[config.mk]
export PLATFORM = sky130hd
export DESIGN_NAME = mem_access_ctrl
export DESIGN_NICKNAME = d
export VERILOG_FILES = /design/src/rtl/mem_access_ctrl.sv
export SDC_FILE = /design/constraint.sdc
export NUM_CORES = 1
export LEC_CHECK = 0
export BUFFER_PORTS_ARGS = -buffer_cell sky130_fd_sc_hd__buf_2
export CORE_UTILIZATION = 25
export CTS_CLUSTER_SIZE = 10
export DETAILED_ROUTE_END_ITERATION = 8
export GPL_ROUTABILITY_DRIVEN = 0
export HOLD_SLACK_MARGIN = 0.15
export PLACE_DENSITY = 0.61
export SLEW_MARGIN = 20
export SYNTH_ARGS = -nofsm -noshare
export SYNTH_HDL_FRONTEND = slang
export SYNTH_SLANG_ARGS = --single-unit
[constraint.sdc]
create_clock -name clk -period 1.9 [get_ports clk]
set_clock_uncertainty 0.05 [all_clocks]
set_input_delay 0.095 -clock clk [delete_from_list [all_inputs] [get_ports clk]]
set_output_delay 0.095 -clock clk [all_outputs]
set_load 0.01 [all_outputs]
[src/rtl/mem_access_ctrl.sv]
// Memory-stage access controller: formats loads/stores onto a split-transaction
// SRAM-like bus (req/addr_ok then data_ok), stalls the pipeline while busy, flags misalignment.
module mem_access_ctrl (
    input  logic        clk,
    input  logic        reset,
    input  logic        memenM,
    input  logic        MemWriteM,
    input  logic [7:0]  ALUControlM,
    input  logic [31:0] aluoutM,
    input  logic [31:0] writedataM,
    input  logic        excM,
    output logic        data_req,
    output logic        data_wr,
    output logic [1:0]  data_size,
    output logic [31:0] data_addr,
    output logic [31:0] data_wdata,
    input  logic        data_addr_ok,
    input  logic        data_data_ok,
    input  logic [31:0] data_rdata,
    output logic        stallM,
    output logic [31:0] readdataM,
    output logic        adelM_o,
    output logic        adesM_o,
    output logic [31:0] badvaddrM
);

    localparam logic [7:0] OP_LB  = 8'hE0;
    localparam logic [7:0] OP_LBU = 8'hE1;
    localparam logic [7:0] OP_LH  = 8'hE2;
    localparam logic [7:0] OP_LHU = 8'hE3;
    localparam logic [7:0] OP_LW  = 8'hE4;
    localparam logic [7:0] OP_SB  = 8'hE5;
    localparam logic [7:0] OP_SH  = 8'hE6;
    localparam logic [7:0] OP_SW  = 8'hE7;

    // Handshake: a request is accepted in the cycle data_req & data_addr_ok are both high;
    // the response completes in the later cycle data_data_ok is high while in S_WAIT.
    typedef enum logic [1:0] {S_IDLE, S_REQ, S_WAIT, S_DONE} state_t;

    state_t      r_state;
    state_t      w_next;
    logic [31:0] r_rbuf;
    logic [1:0]  r_off;
    logic [7:0]  r_op;

    logic        w_is_byte;
    logic        w_is_half;
    logic        w_is_word;
    logic        w_misaligned;
    logic        w_start;
    logic [7:0]  w_byte;
    logic [15:0] w_half;

    assign w_is_byte = (ALUControlM == OP_LB) || (ALUControlM == OP_LBU) || (ALUControlM == OP_SB);
    assign w_is_half = (ALUControlM == OP_LH) || (ALUControlM == OP_LHU) || (ALUControlM == OP_SH);
    assign w_is_word = (ALUControlM == OP_LW) || (ALUControlM == OP_SW);

    assign w_misaligned = (w_is_half & aluoutM[0]) | (w_is_word & (aluoutM[1:0] != 2'b00));
    // Gated by reset so no request or stall escapes while reset is asserted.
    assign w_start      = reset & memenM & ~w_misaligned & ~excM;

    assign adelM_o   = memenM & ~MemWriteM & w_misaligned;
    assign adesM_o   = memenM & MemWriteM & w_misaligned;
    assign badvaddrM = aluoutM;

    assign data_wr   = MemWriteM;
    assign data_addr = aluoutM;

    always_comb begin
        data_size  = 2'd2;
        data_wdata = writedataM;
        if (w_is_byte) begin
            data_size  = 2'd0;
            data_wdata = {4{writedataM[7:0]}};
        end else if (w_is_half) begin
            data_size  = 2'd1;
            data_wdata = {2{writedataM[15:0]}};
        end
    end

    always_comb begin
        w_next   = r_state;
        data_req = 1'b0;
        stallM   = 1'b0;
        case (r_state)
            S_IDLE: begin
                data_req = w_start;
                stallM   = w_start;
                if (w_start) w_next = data_addr_ok ? S_WAIT : S_REQ;
            end
            S_REQ: begin
                data_req = 1'b1;
                stallM   = 1'b1;
                if (data_addr_ok) w_next = S_WAIT;
            end
            S_WAIT: begin
                stallM = 1'b1;
                if (data_data_ok) w_next = S_DONE;
            end
            S_DONE:  w_next = S_IDLE;
            default: w_next = S_IDLE;
        endcase
    end

    always_ff @(posedge clk or negedge reset) begin
        if (!reset) begin
            r_state <= S_IDLE;
            r_rbuf  <= 32'h0;
            r_off   <= 2'b00;
            r_op    <= 8'h00;
        end else begin
            r_state <= w_next;
            if (r_state == S_IDLE && w_start) begin
                r_off <= aluoutM[1:0];
                r_op  <= ALUControlM;
            end
            if (r_state == S_WAIT && data_data_ok) r_rbuf <= data_rdata;
        end
    end

    always_comb begin
        case (r_off)
            2'd0:    w_byte = r_rbuf[7:0];
            2'd1:    w_byte = r_rbuf[15:8];
            2'd2:    w_byte = r_rbuf[23:16];
            default: w_byte = r_rbuf[31:24];
        endcase
        w_half = r_off[1] ? r_rbuf[31:16] : r_rbuf[15:0];
    end

    always_comb begin
        readdataM = 32'h0;
        if (r_state == S_DONE) begin
            case (r_op)
                OP_LB:   readdataM = {{24{w_byte[7]}}, w_byte};
                OP_LBU:  readdataM = {24'h0, w_byte};
                OP_LH:   readdataM = {{16{w_half[15]}}, w_half};
                OP_LHU:  readdataM = {16'h0, w_half};
                OP_LW:   readdataM = r_rbuf;
                default: readdataM = 32'h0;
            endcase
        end
    end

endmodule

# Yosys cells after proc, flatten, opt, wreduce, memory -nomap -nowiden

Index checks and enable logic that the tools add are counted.

Register bits: 44
Word-level logic and storage cells: 65

Reductions and logical operators: 12
Equality and inequality tests: 21
Bitwise logic cells: 13
Muxes and demuxes: 15

Operator list:

| operator                                                              | number |
|---|---|
| 32-bit one-hot mux with 5 select lines                                | 1 |
| 8-bit equality test, second input constant                            | 13 |
| 32-bit 2-to-1 mux                                                     | 3 |
| 8-bit one-hot mux with 3 select lines                                 | 1 |
| 16-bit 2-to-1 mux                                                     | 1 |
| 2-bit 2-to-1 mux                                                      | 6 |
| 1-bit AND                                                             | 9 |
| 2-bit one-hot mux with 4 select lines                                 | 1 |
| 2-bit equality test, second input constant                            | 3 |
| 2-bit inequality test, second input constant                          | 3 |
| 1-bit logical OR                                                      | 5 |
| 2-bit by 1-bit equality test with 1-bit output, second input constant | 2 |
| 2-bit logical NOT                                                     | 2 |
| 1-bit one-hot mux with 2 select lines                                 | 2 |
| 1-bit NOT                                                             | 3 |
| 3-bit AND reduction                                                   | 1 |
| 1-bit logical AND                                                     | 2 |
| 2-bit nonzero test                                                    | 1 |
| 2-bit OR reduction                                                    | 1 |
| 1-bit OR                                                              | 1 |

# Depth between registers and ports, before layout

Gate-level depths: netlist of run 1.

Depth in word-level cells: 10
Mapped depth: 7
Depth with buffers taken out: 5

# Worst setup path after synthesis of run 1

Ideal clock, no wire load.

Path kind: register -> output
Start point: register r_op[2]
End point: output port readdataM[21]
Arrival time: 1.678 ns
Stages on the path, launching flop included: 6
Setup slack: 0.077 ns
Buffers on the path: 2
Cells stage by stage: dfrtp_1 -> buf_4 -> or3b_2 -> nor2_1 -> clkbuf_1 -> a21o_1

Cells in the longest elaborated chain, start to end: 3
Elaborated cells between the ends (all ways): 7
Those cells by class: 5 x eq/ne; 2 x mux

RTL lines:

| element                                  | line | source |
|---|---|---|
| from (decl)                              | 44   | `logic [7:0] r_op;` |
| from (signal assigned)                   | 115  | `r_op <= ALUControlM;` |
| 8-bit equality test                      | 134  | `case (r_op)` |
| 32-bit one-hot mux with 5 select lines * | 134  |  |
| 32-bit 2-to-1 mux *                      | 133  | `if (r_state == S_DONE) begin` |
| to (decl)                                | 21   | `output logic [31:0] readdataM,` |

Mark *: on every way between the ends. The rest lies on a longest branch, timed or not.

# Worst setup path after layout of run 1

Start point: register r_off[1]
End point: output port readdataM[23]

Cells in the longest elaborated chain, start to end: 4
Elaborated cells between the ends (all ways): 7
Those cells by class: 2 x eq/ne; 4 x mux; 1 x reduce/logical

RTL lines:

| element                                     | line | source |
|---|---|---|
| from (decl)                                 | 43   | `logic [1:0] r_off;` |
| from (signal assigned)                      | 114  | `r_off <= aluoutM[1:0];` |
| 2-bit equality test (tied with other cells) | 122  | `case (r_off)` |
| 8-bit one-hot mux with 3 select lines       | 122  |  |
| 32-bit one-hot mux with 5 select lines *    | 134  |  |
| 32-bit 2-to-1 mux *                         | 133  |  |

Marked as above.

==> flow_summary.yaml, run 1 <==
setup_path:
  cp-start-kind: "flop"
  crit_chain: "mux4_2, nand2_1, a2111oi_4, buf_4, buf_12, a21o_1, buf_2"
  critical_path_depth: 7
  crit_family: "multiplexers"
  max_stage_delay_ns: 0.55
  slowest_stage: "mux4_2"
  required_ns: 1.75
  crit_type: "flop to primary output"
  critPathLaunch: "r_off[1]"
  arrival_ns: 2.07
  reg2reg_depth: 5
  cp-end-kind: "primary output"
  cp.buffers_inverters: 3
  path_max_fanout: 8
  timing.rr.start: "r_state[0]"
layout:
  design_area_sq_um: 5233
  antenna_cells: 0
  stdcell_count: 711
  syn2layout_area_growth_pct: 49.95
  final_common_cell: "buf_2"
  finalNetCount: 650
  drive_above_1_share_pct: 51.96
  final_util_pct: 38.90
  final_cell_mix: "buf_2 (148), dlygate4sd3_1 (74), mux2_2 (58), dfrtp_1 (44), a21o_1 (24)"
cts:
  cts_max_level: 2
  cts.sinks: 44
  clock_latency_ns: 0.28
  clk_pin_slew_ns: 0.06
  cts_made_buffers: 5
  cts_tree: "done"
  cts_root_buf: "clkbuf_16"
  cts_buffer_depth: 2
timing:
  hold_viol: 0
  rsz0062_at_grt: "true"
  max_freq_mhz: 451.6
  period_share_pct: 116.5
  setup_slack_ns: -0.3141
  fin_tns_setup_ns: -6.024
  tightestPinTransition_ns: 0.5503
  slew_viol_final: 0
  finalCriticalPeriod_ns: 2.214
  setup_violations: 32
  worst_slew_margin_rel_pct: 63.31
drt:
  drt_first_iter_violations: 226
  ant_nets: 0
  vias_per_cell: 4.654
  drc: 0
  firstDrtPassIters: 4
  finalWirelength_mm: 11.63
  wl_per_cell_um: 16.36
  vias: 3309
die:
  start_util_pct: 25.94
  core_sq_um: 13450
  dieHeight_um: 120.1
  dieArea_sq_um: 14430
  placementRows: 42
  die_w_um: 120.1
  io_pins: 246
grt:
  grt_max_degree: 45
  grt_first_pass_wirelength_mm: 17.42
  top_usage_layer: "met2"
  grt_use_total_pct: 15.45
  grtUsageMet2_pct: 27.95
  grt_pass1_vias: 3335
  grt.met3_usage_pct: 2.709
  met1_usage_pct: 18.99
  antenna_found_initial: 0
  grt-ovfl-total: 0
yosys:
  synth_seq_cells: 44
  syn_nets: 471
  ys_seq_area_share_pct: 31.55
  async_reset_ff_share_pct: 100.0
  synth_edf_count: 0
  synth_cell_types: 32
  syn_inst: 356
  synth_area_sq_um: 3490
  synth_top_flop_cell: "dfrtp_1"
  yosysWarningCount: 0
  synth.avg_cell_area_sq_um: 9.802
power:
  leakagePower_nw: 2.623
  p_per_area_nw_per_um2: 1041
  peakVddDrop_mv: 0.5189
placement:
  dpl.cell_count: 620
  place_area_sq_um: 4061
  place_hpwl_mm: 8.659
  io_buffers: 155
outcome:
  status: "complete, but fails checks"
  violations: "setup timing"
min_path:
  min_path_type: "input pin to flop"
  hold_path_startpoint: "data_data_ok"
  hold_depth: 5
job:
  max-cap-violations: 0
## area by class of cell
class | instances | area (sq um)
inverters | 10 | 37.54
well taps | 176 | 220.2
fillers | 1371 | 8220
repair buffers | 261 | 1882
multi-input cells | 213 | 1854
flip-flops and latches | 44 | 1101
clock buffers | 5 | 125.1
clock inverters | 2 | 12.51
## stage by stage
step / hold slack, ns / setup WS [ns] / total power, mW
2_1_floorplan: -0.2506 / 0.07712 / 3.474
3_3_place_gp: 0.1401 / 0.03833 / 4.086
3_5_place_dp: 0.1401 / -0.01241 / 4.165
4_1_cts: 0.2820 / -0.2909 / 5.245
5_1_grt: 0.3741 / -0.3685 / 5.800
6_report: 0.3370 / -0.3141 / 5.445
## synthesized netlist by cell type, types with 7 or more instances
library cell / n / area [sq um]
mux2i_1: 11 / 110.1
buf_4: 75 / 563.0
clkbuf_1: 7 / 26.28
a21oi_1: 18 / 90.09
inv_1: 10 / 37.54
a21o_1: 24 / 180.2
o21ai_0: 10 / 50.05
nand2_1: 23 / 86.33
mux2_2: 59 / 664.4
a22o_1: 22 / 192.7
dfrtp_1: 44 / 1101
nor2_1: 16 / 60.06
## layer usage
metal	part of all wire (%)	vias up	routed length [um]
li1	-	1547	-
met1	41	1620	4718
met2	54	132	6306
met3	4.5	10	525
met4	0.72	0	84
met5	0	-	0
## path summary, 6_finish.rpt
| kind | endpoint | slack [ns] |
|---|---|---|
| worst max-delay path | readdataM[23] | -0.31 |
| min in group asynchronous | r_rbuf[3] | 0.44 |
| worst max register to register | r_rbuf[31] | 0.29 |
| worst min register to register | r_op[4] | 0.46 |
| max in group asynchronous | r_off[1] | 0.99 |
| worst min-delay path | r_state[1] | 0.34 |
## state kept, by name, indices dropped and copies added, names as in the netlist
register  cells
r_off         2
r_state       2
r_op          8
r_rbuf       32
## cell families (layout without fill, tap and decap cells)
logic type | after synthesis | after routing | synth area share [%]
simple gates | 57 | 57 | 8.211
flops | 44 | 44 | 31.55
buf+inv | 99 | 278 | 19.04
compound gates | 81 | 81 | 16.92
fa+ha+maj | 4 | 4 | 1.434
mux | 71 | 71 | 22.84
## power breakdown
part | internal, mW | leakage, nW | switching (mW) | total [mW]
Sequential | 1.42 | 0.523 | 0.441 | 1.86
Clock | 0.477 | 0.0657 | 0.358 | 0.835
Combinational | 1.46 | 2.03 | 1.28 | 2.75
## worst register-to-register path, delay by kind of cell (launching register included)
family,cells,cell delay [ns]
buf+inv,2,0.31
fa+ha+maj,1,0.24
flops,1,0.38
mux,1,0.38
simple gates,1,0.13
## repair_timing
action,CTS,global route
gates cloned,0,1
pin swaps,1,11
resized for setup,13,36
buffers inserted,3,7
setup endpoints to repair,35,33
endpoints found under the hold margin,147,0
hold buffers,74,0
No activity file was read; power rests on OpenSTA's default activity.
==> inputs of run 2 (changes only) <==
Settings changed: CORE_MARGIN set to 3.
==> run 2 against run 1 <==
Compared with the run above:
- the flow still finishes with violations (setup timing)
- die area up 6.8%
- setup slack better by 0.097 ns
- non-clock buffer count down 4
- core utilization down 0.50 points
- combinational power down 4%
- worst hold slack worse by 0.033 ns
- routed wire length down 1.2%
- clock-buffer cell count up 1
- power up 1.7%
- maximum frequency up 4.6%
- critical endpoint unchanged
==> flow_summary.yaml, run 2 (synthesized netlist as in run 1, its figures left out) <==
power:
  leakagePower_nw: 2.605
  switching_share_pct: 37.00
  p_per_area_nw_per_um2: 1072
  combPwrFrac_pct: 47.5
  power_frac_seq_pct: 34.0
  p_sw_mw: 2.048
  internal_power_mw: 3.489
  clock_power_share_pct: 18.5
  peakVddDrop_mv: 0.4836
  design_power_total_mw: 5.537
layout:
  largest-register: "r_rbuf"
  final_cell_mix: "buf_2 (150), dlygate4sd3_1 (74), mux2_2 (59), dfrtp_1 (43), a21o_1 (24)"
  final_common_cell: "buf_2"
  syn2layout_area_growth_pct: 48.01
  finalNetCount: 646
  final_util_pct: 38.39
  register_area_sq_um: 1102
  fillerInstances: 1326
  largest_reg_flops: 32
  drive_above_1_share_pct: 51.50
  reg.largest.list: "r_rbuf x32, r_op x8"
  multi_input_area_sq_um: 1826
  stdcell_count: 708
  antenna_cells: 0
cts:
  cts.sinks: 44
  clock_latency_ns: 0.28
  cts_made_buffers: 5
  cts_root_buf: "clkbuf_16"
  cts_buffer_depth: 2
  clk_pin_slew_ns: 0.06
  cts_tree: "done"
  cts_max_level: 2
setup_path:
  path_max_fanout: 16
  required_ns: 1.75
  cp-start-kind: "flop"
  crit_chain: "mux4_2, nand2_2, a2111oi_4, buf_12, a21o_1, buf_2"
  crit_type: "flop to primary output"
  cp-end-kind: "primary output"
  cp.buffers_inverters: 2
  crit_family: "compound AO/OA/AOI/OAI gates"
  reg2reg_depth: 5
  critical_path_depth: 6
  slowest_stage: "dfrtp_1"
  max_stage_delay_ns: 0.40
  arrival_ns: 1.97
timing:
  setup_violations: 32
  fin_tns_setup_ns: -4.134
  tightestPinTransition_ns: 0.5675
  slew_viol_final: 0
  max_freq_mhz: 472.2
  rsz0062_at_grt: "true"
  period_share_pct: 111.4
  finalCriticalPeriod_ns: 2.118
  setup_slack_ns: -0.2175
  hold_viol: 0
  worst_slew_margin_rel_pct: 62.16
placement:
  place_hpwl_mm: 8.696
  io_buffers: 155
  dpl.cell_count: 619
drt:
  drc: 0
  vias_per_cell: 4.706
  finalWirelength_mm: 11.50
  ant_nets: 0
  wl_per_cell_um: 16.24
  drt_first_iter_violations: 210
  firstDrtPassIters: 5
  vias: 3332
die:
  core_sq_um: 13450
  dieHeight_um: 124.1
  dieArea_sq_um: 15410
  io_pins: 246
  placementRows: 42
  die_w_um: 124.1
  start_util_pct: 25.94
outcome:
  violations: "setup timing"
  status: "complete, but fails checks"
min_path:
  min_path_type: "input pin to flop"
  hold_depth: 5
job:
  max-cap-violations: 0
grt:
  grt_pass1_vias: 3182
  grt_max_degree: 45
  grt_first_pass_wirelength_mm: 16.53
  antenna_found_initial: 0
  grt_use_total_pct: 13.87
  grt-ovfl-total: 0
==> run 2: cell types whose count changed in the layout (fill, tap and decap cells not counted), sizes merged <==
cell / change
buf: -3
bufinv: +1
clkinvlp: -1
==> run 2: per-stage QoR <==
step / worst slack [ns] / hold slack [ns] / cell area (sq um)
floorplan: 0.07712 / -0.2506 / 3490
global placement: 0.05916 / 0.1401 / 4041
detailed placement: -0.02116 / 0.1401 / 4041
CTS: -0.2122 / 0.2999 / 5074
global route: -0.2924 / 0.3118 / 5165
finish: -0.2175 / 0.3036 / 5165
==> run 2: path summary, 6_finish.rpt <==
path	to	start	slack, ns
worst max-delay path	readdataM[23]	r_off[1]	-0.22
worst min-delay path	r_state[1]	data_data_ok	0.30
worst max register to register	r_rbuf[24]	r_state[0]	0.32
worst min register to register	r_op[4]	r_op[4]	0.46
max in group asynchronous	r_rbuf[23]	reset	0.94
min in group asynchronous	r_rbuf[11]	reset	0.45
==> run 2: power by group through the flow <==
stage	registers, mW	logic, mW	clock network (mW)
floorplan	1.71	1.76	0
global placement	1.85	2.24	0
detailed placement	1.88	2.30	0
CTS	1.86	2.57	1.03
global route	1.94	2.87	1.08
finish	1.88	2.63	1.02
==> run 2: worst min-delay path, cell delays in order <==
cell      delay (ns)
buf_2           0.11
inv_1           0.05
a22oi_1         0.06
o211ai_1        0.17
mux2i_1         0.10
==> run 2: metal layers <==
metal	GRT usage, %	vias to the layer above	share of wire [%]	wire, um
met1	16.83	1607	39	4483
met2	24.73	163	53	6037
met5	0	-	0	0
met3	2.361	22	6.5	751
met4	4.723	0	2.0	227
li1	-	1540	-	-
==> run 2: layout make-up <==
cell class                 count  share of cell area (%)
inverter                      10                  0.7267
clock inverter                 2                  0.7510
multi-input combinational    213                   35.34
timing repair buffer         257                   34.88
tap                          176                   4.264
clock buffer                   6                   2.689
sequential                    44                   21.34
==> run 2: timing repair <==
action / CTS / global route
pin swaps: 6 / 5
gates resized for setup: 21 / 15
setup endpoints to repair: 40 / 41
hold endpoints to repair: 147 / 0
hold buffers: 74 / 0
setup buffers: 5 / 2
==> inputs of run 3 (changes only) <==
Settings changed: RECOVER_POWER set to 100.
Clock period 1.9 ns to 2.55 ns, I/O delays scaled along.
==> run 3 against run 2 <==
Compared with the run above:
- the flow now finishes without violations
- final area down 12%
- largest power group unchanged
- clock-buffer cell count is 1 lower
- sequential share of layout area increased by 3.0 points
- critical endpoint is now readdataM[6]
==> flow_summary.yaml, run 3 (synthesized netlist as in run 1, its figures left out) <==
outcome:
  status: "finished clean"
grt:
  grt_first_pass_wirelength_mm: 15.86
  grt_max_degree: 45
  grt-ovfl-total: 0
  grt_pass1_vias: 2997
  antenna_found_initial: 0
  grt_use_total_pct: 13.21
power:
  clock_power_share_pct: 19.9
  switching_share_pct: 37.78
  power_frac_seq_pct: 39.3
  internal_power_mw: 2.362
  combPwrFrac_pct: 40.8
  leakagePower_nw: 2.315
  peakVddDrop_mv: 0.4765
  p_sw_mw: 1.435
  design_power_total_mw: 3.797
  p_per_area_nw_per_um2: 839.7
drt:
  vias: 3061
  drt_first_iter_violations: 243
  firstDrtPassIters: 4
  drc: 0
  wl_per_cell_um: 16.82
  ant_nets: 0
  vias_per_cell: 4.652
  finalWirelength_mm: 11.07
placement:
  place_hpwl_mm: 8.599
  dpl.cell_count: 606
  io_buffers: 155
  place_ws_ns: 0.3721
  place_area_sq_um: 3919
timing:
  max_freq_mhz: 406.3
  slew_viol_final: 0
  hold_slack_ns: 0.2050
  finalCriticalPeriod_ns: 2.461
  period_share_pct: 96.51
  tightestPinTransition_ns: 1.110
  fin_tns_setup_ns: 0
  hold_viol: 0
  setup_slack_ns: 0.08890
  setup_violations: 0
  worst_slew_margin_rel_pct: 25.99
layout:
  reg.largest.list: "r_rbuf x32, r_op x8"
  drive_above_1_share_pct: 47.51
  register_area_sq_um: 1102
  finalNetCount: 596
  largest-register: "r_rbuf"
  stdcell_count: 658
  fillerInstances: 1415
  final_util_pct: 33.61
  final_common_cell: "buf_2"
  final_cell_mix: "buf_2 (143), mux2_2 (59), dlygate4sd3_1 (44), dfrtp_1 (43), a21o_1 (24)"
  largest_reg_flops: 32
  antenna_cells: 0
  design_area_sq_um: 4522
  multi_input_area_sq_um: 1734
  syn2layout_area_growth_pct: 29.58
min_path:
  hold_path_startpoint: "aluoutM[23]"
  hold_depth: 0
  min_to: "badvaddrM[23]"
  min_path_type: "input pin to primary output"
die:
  dieHeight_um: 124.1
  start_util_pct: 25.94
  placementRows: 42
  dieArea_sq_um: 15410
  die_w_um: 124.1
  io_pins: 246
  core_sq_um: 13450
setup_path:
  crit_type: "flop to primary output"
  timing.rr.start: "r_state[0]"
  required_ns: 2.37
  path_max_fanout: 15
  r2r_slack_ns: 0.53
  timing.rr.end: "r_rbuf[16]"
  cp-end-kind: "primary output"
  arrival_ns: 2.28
  cp-start-kind: "flop"
  reg2reg_depth: 5
cts:
  clk_pin_slew_ns: 0.07
  cts_tree: "done"
  cts_buffer_depth: 2
  clock_latency_ns: 0.29
  cts.sinks: 44
  cts_made_buffers: 5
  cts_root_buf: "clkbuf_16"
  cts_max_level: 2
  post_cts_buffers: 0
job:
  max-cap-violations: 0
==> run 3: cell type report <==
class | instances | area share, %
Sequential cell | 44 | 24.38
Multi-Input combinational cell | 213 | 38.35
Inverter | 10 | 0.8301
Clock buffer | 5 | 2.767
Tap cell | 176 | 4.870
Clock inverter | 3 | 1.024
Timing Repair Buffer | 207 | 27.78
==> run 3: timing repair <==
action                     4_1_cts  5_1_grt
setup endpoints to repair        0       18
hold buffers                    44        0
gates resized for setup          0        5
hold endpoints to repair        87        0
==> run 3: per-layer routing <==
layer | vias to the layer above | wire, um | track usage [%]
met5 | - | 0 | 0
met4 | 0 | 549 | 7.940
met3 | 54 | 610 | 2.770
met2 | 90 | 5415 | 20.88
met1 | 1485 | 4493 | 16.51
li1 | 1432 | - | -
==> run 3: worst max-delay path, stage by stage (launching register included) <==
cell and delay, ns:
dfrtp_1 0.55, or3b_2 0.55, o21ai_2 0.21, and3_2 0.35, a22o_1 0.18, buf_2 0.14
==> run 3: power groups by stage <==
stage | Combinational, mW | Clock [mW] | Sequential, mW
global placement | 1.44 | 0 | 1.48
finish | 1.55 | 0.756 | 1.49
CTS | 1.54 | 0.767 | 1.48
floorplan | 1.31 | 0 | 1.28
global route | 1.71 | 0.798 | 1.54
detailed placement | 1.48 | 0 | 1.49
==> run 3: worst max-delay path by stage <==
stage                        start            end  slack, ns  cells after the start
CTS                 ALUControlM[0]         stallM      0.002                      8
global route        ALUControlM[2]         stallM      -0.05                      8
floorplan                  r_op[2]  readdataM[21]       0.69                      5
global placement           r_op[1]   readdataM[6]       0.41                      5
finish                     r_op[1]   readdataM[6]       0.09                      5
detailed placement         r_op[1]   readdataM[4]       0.37                      5
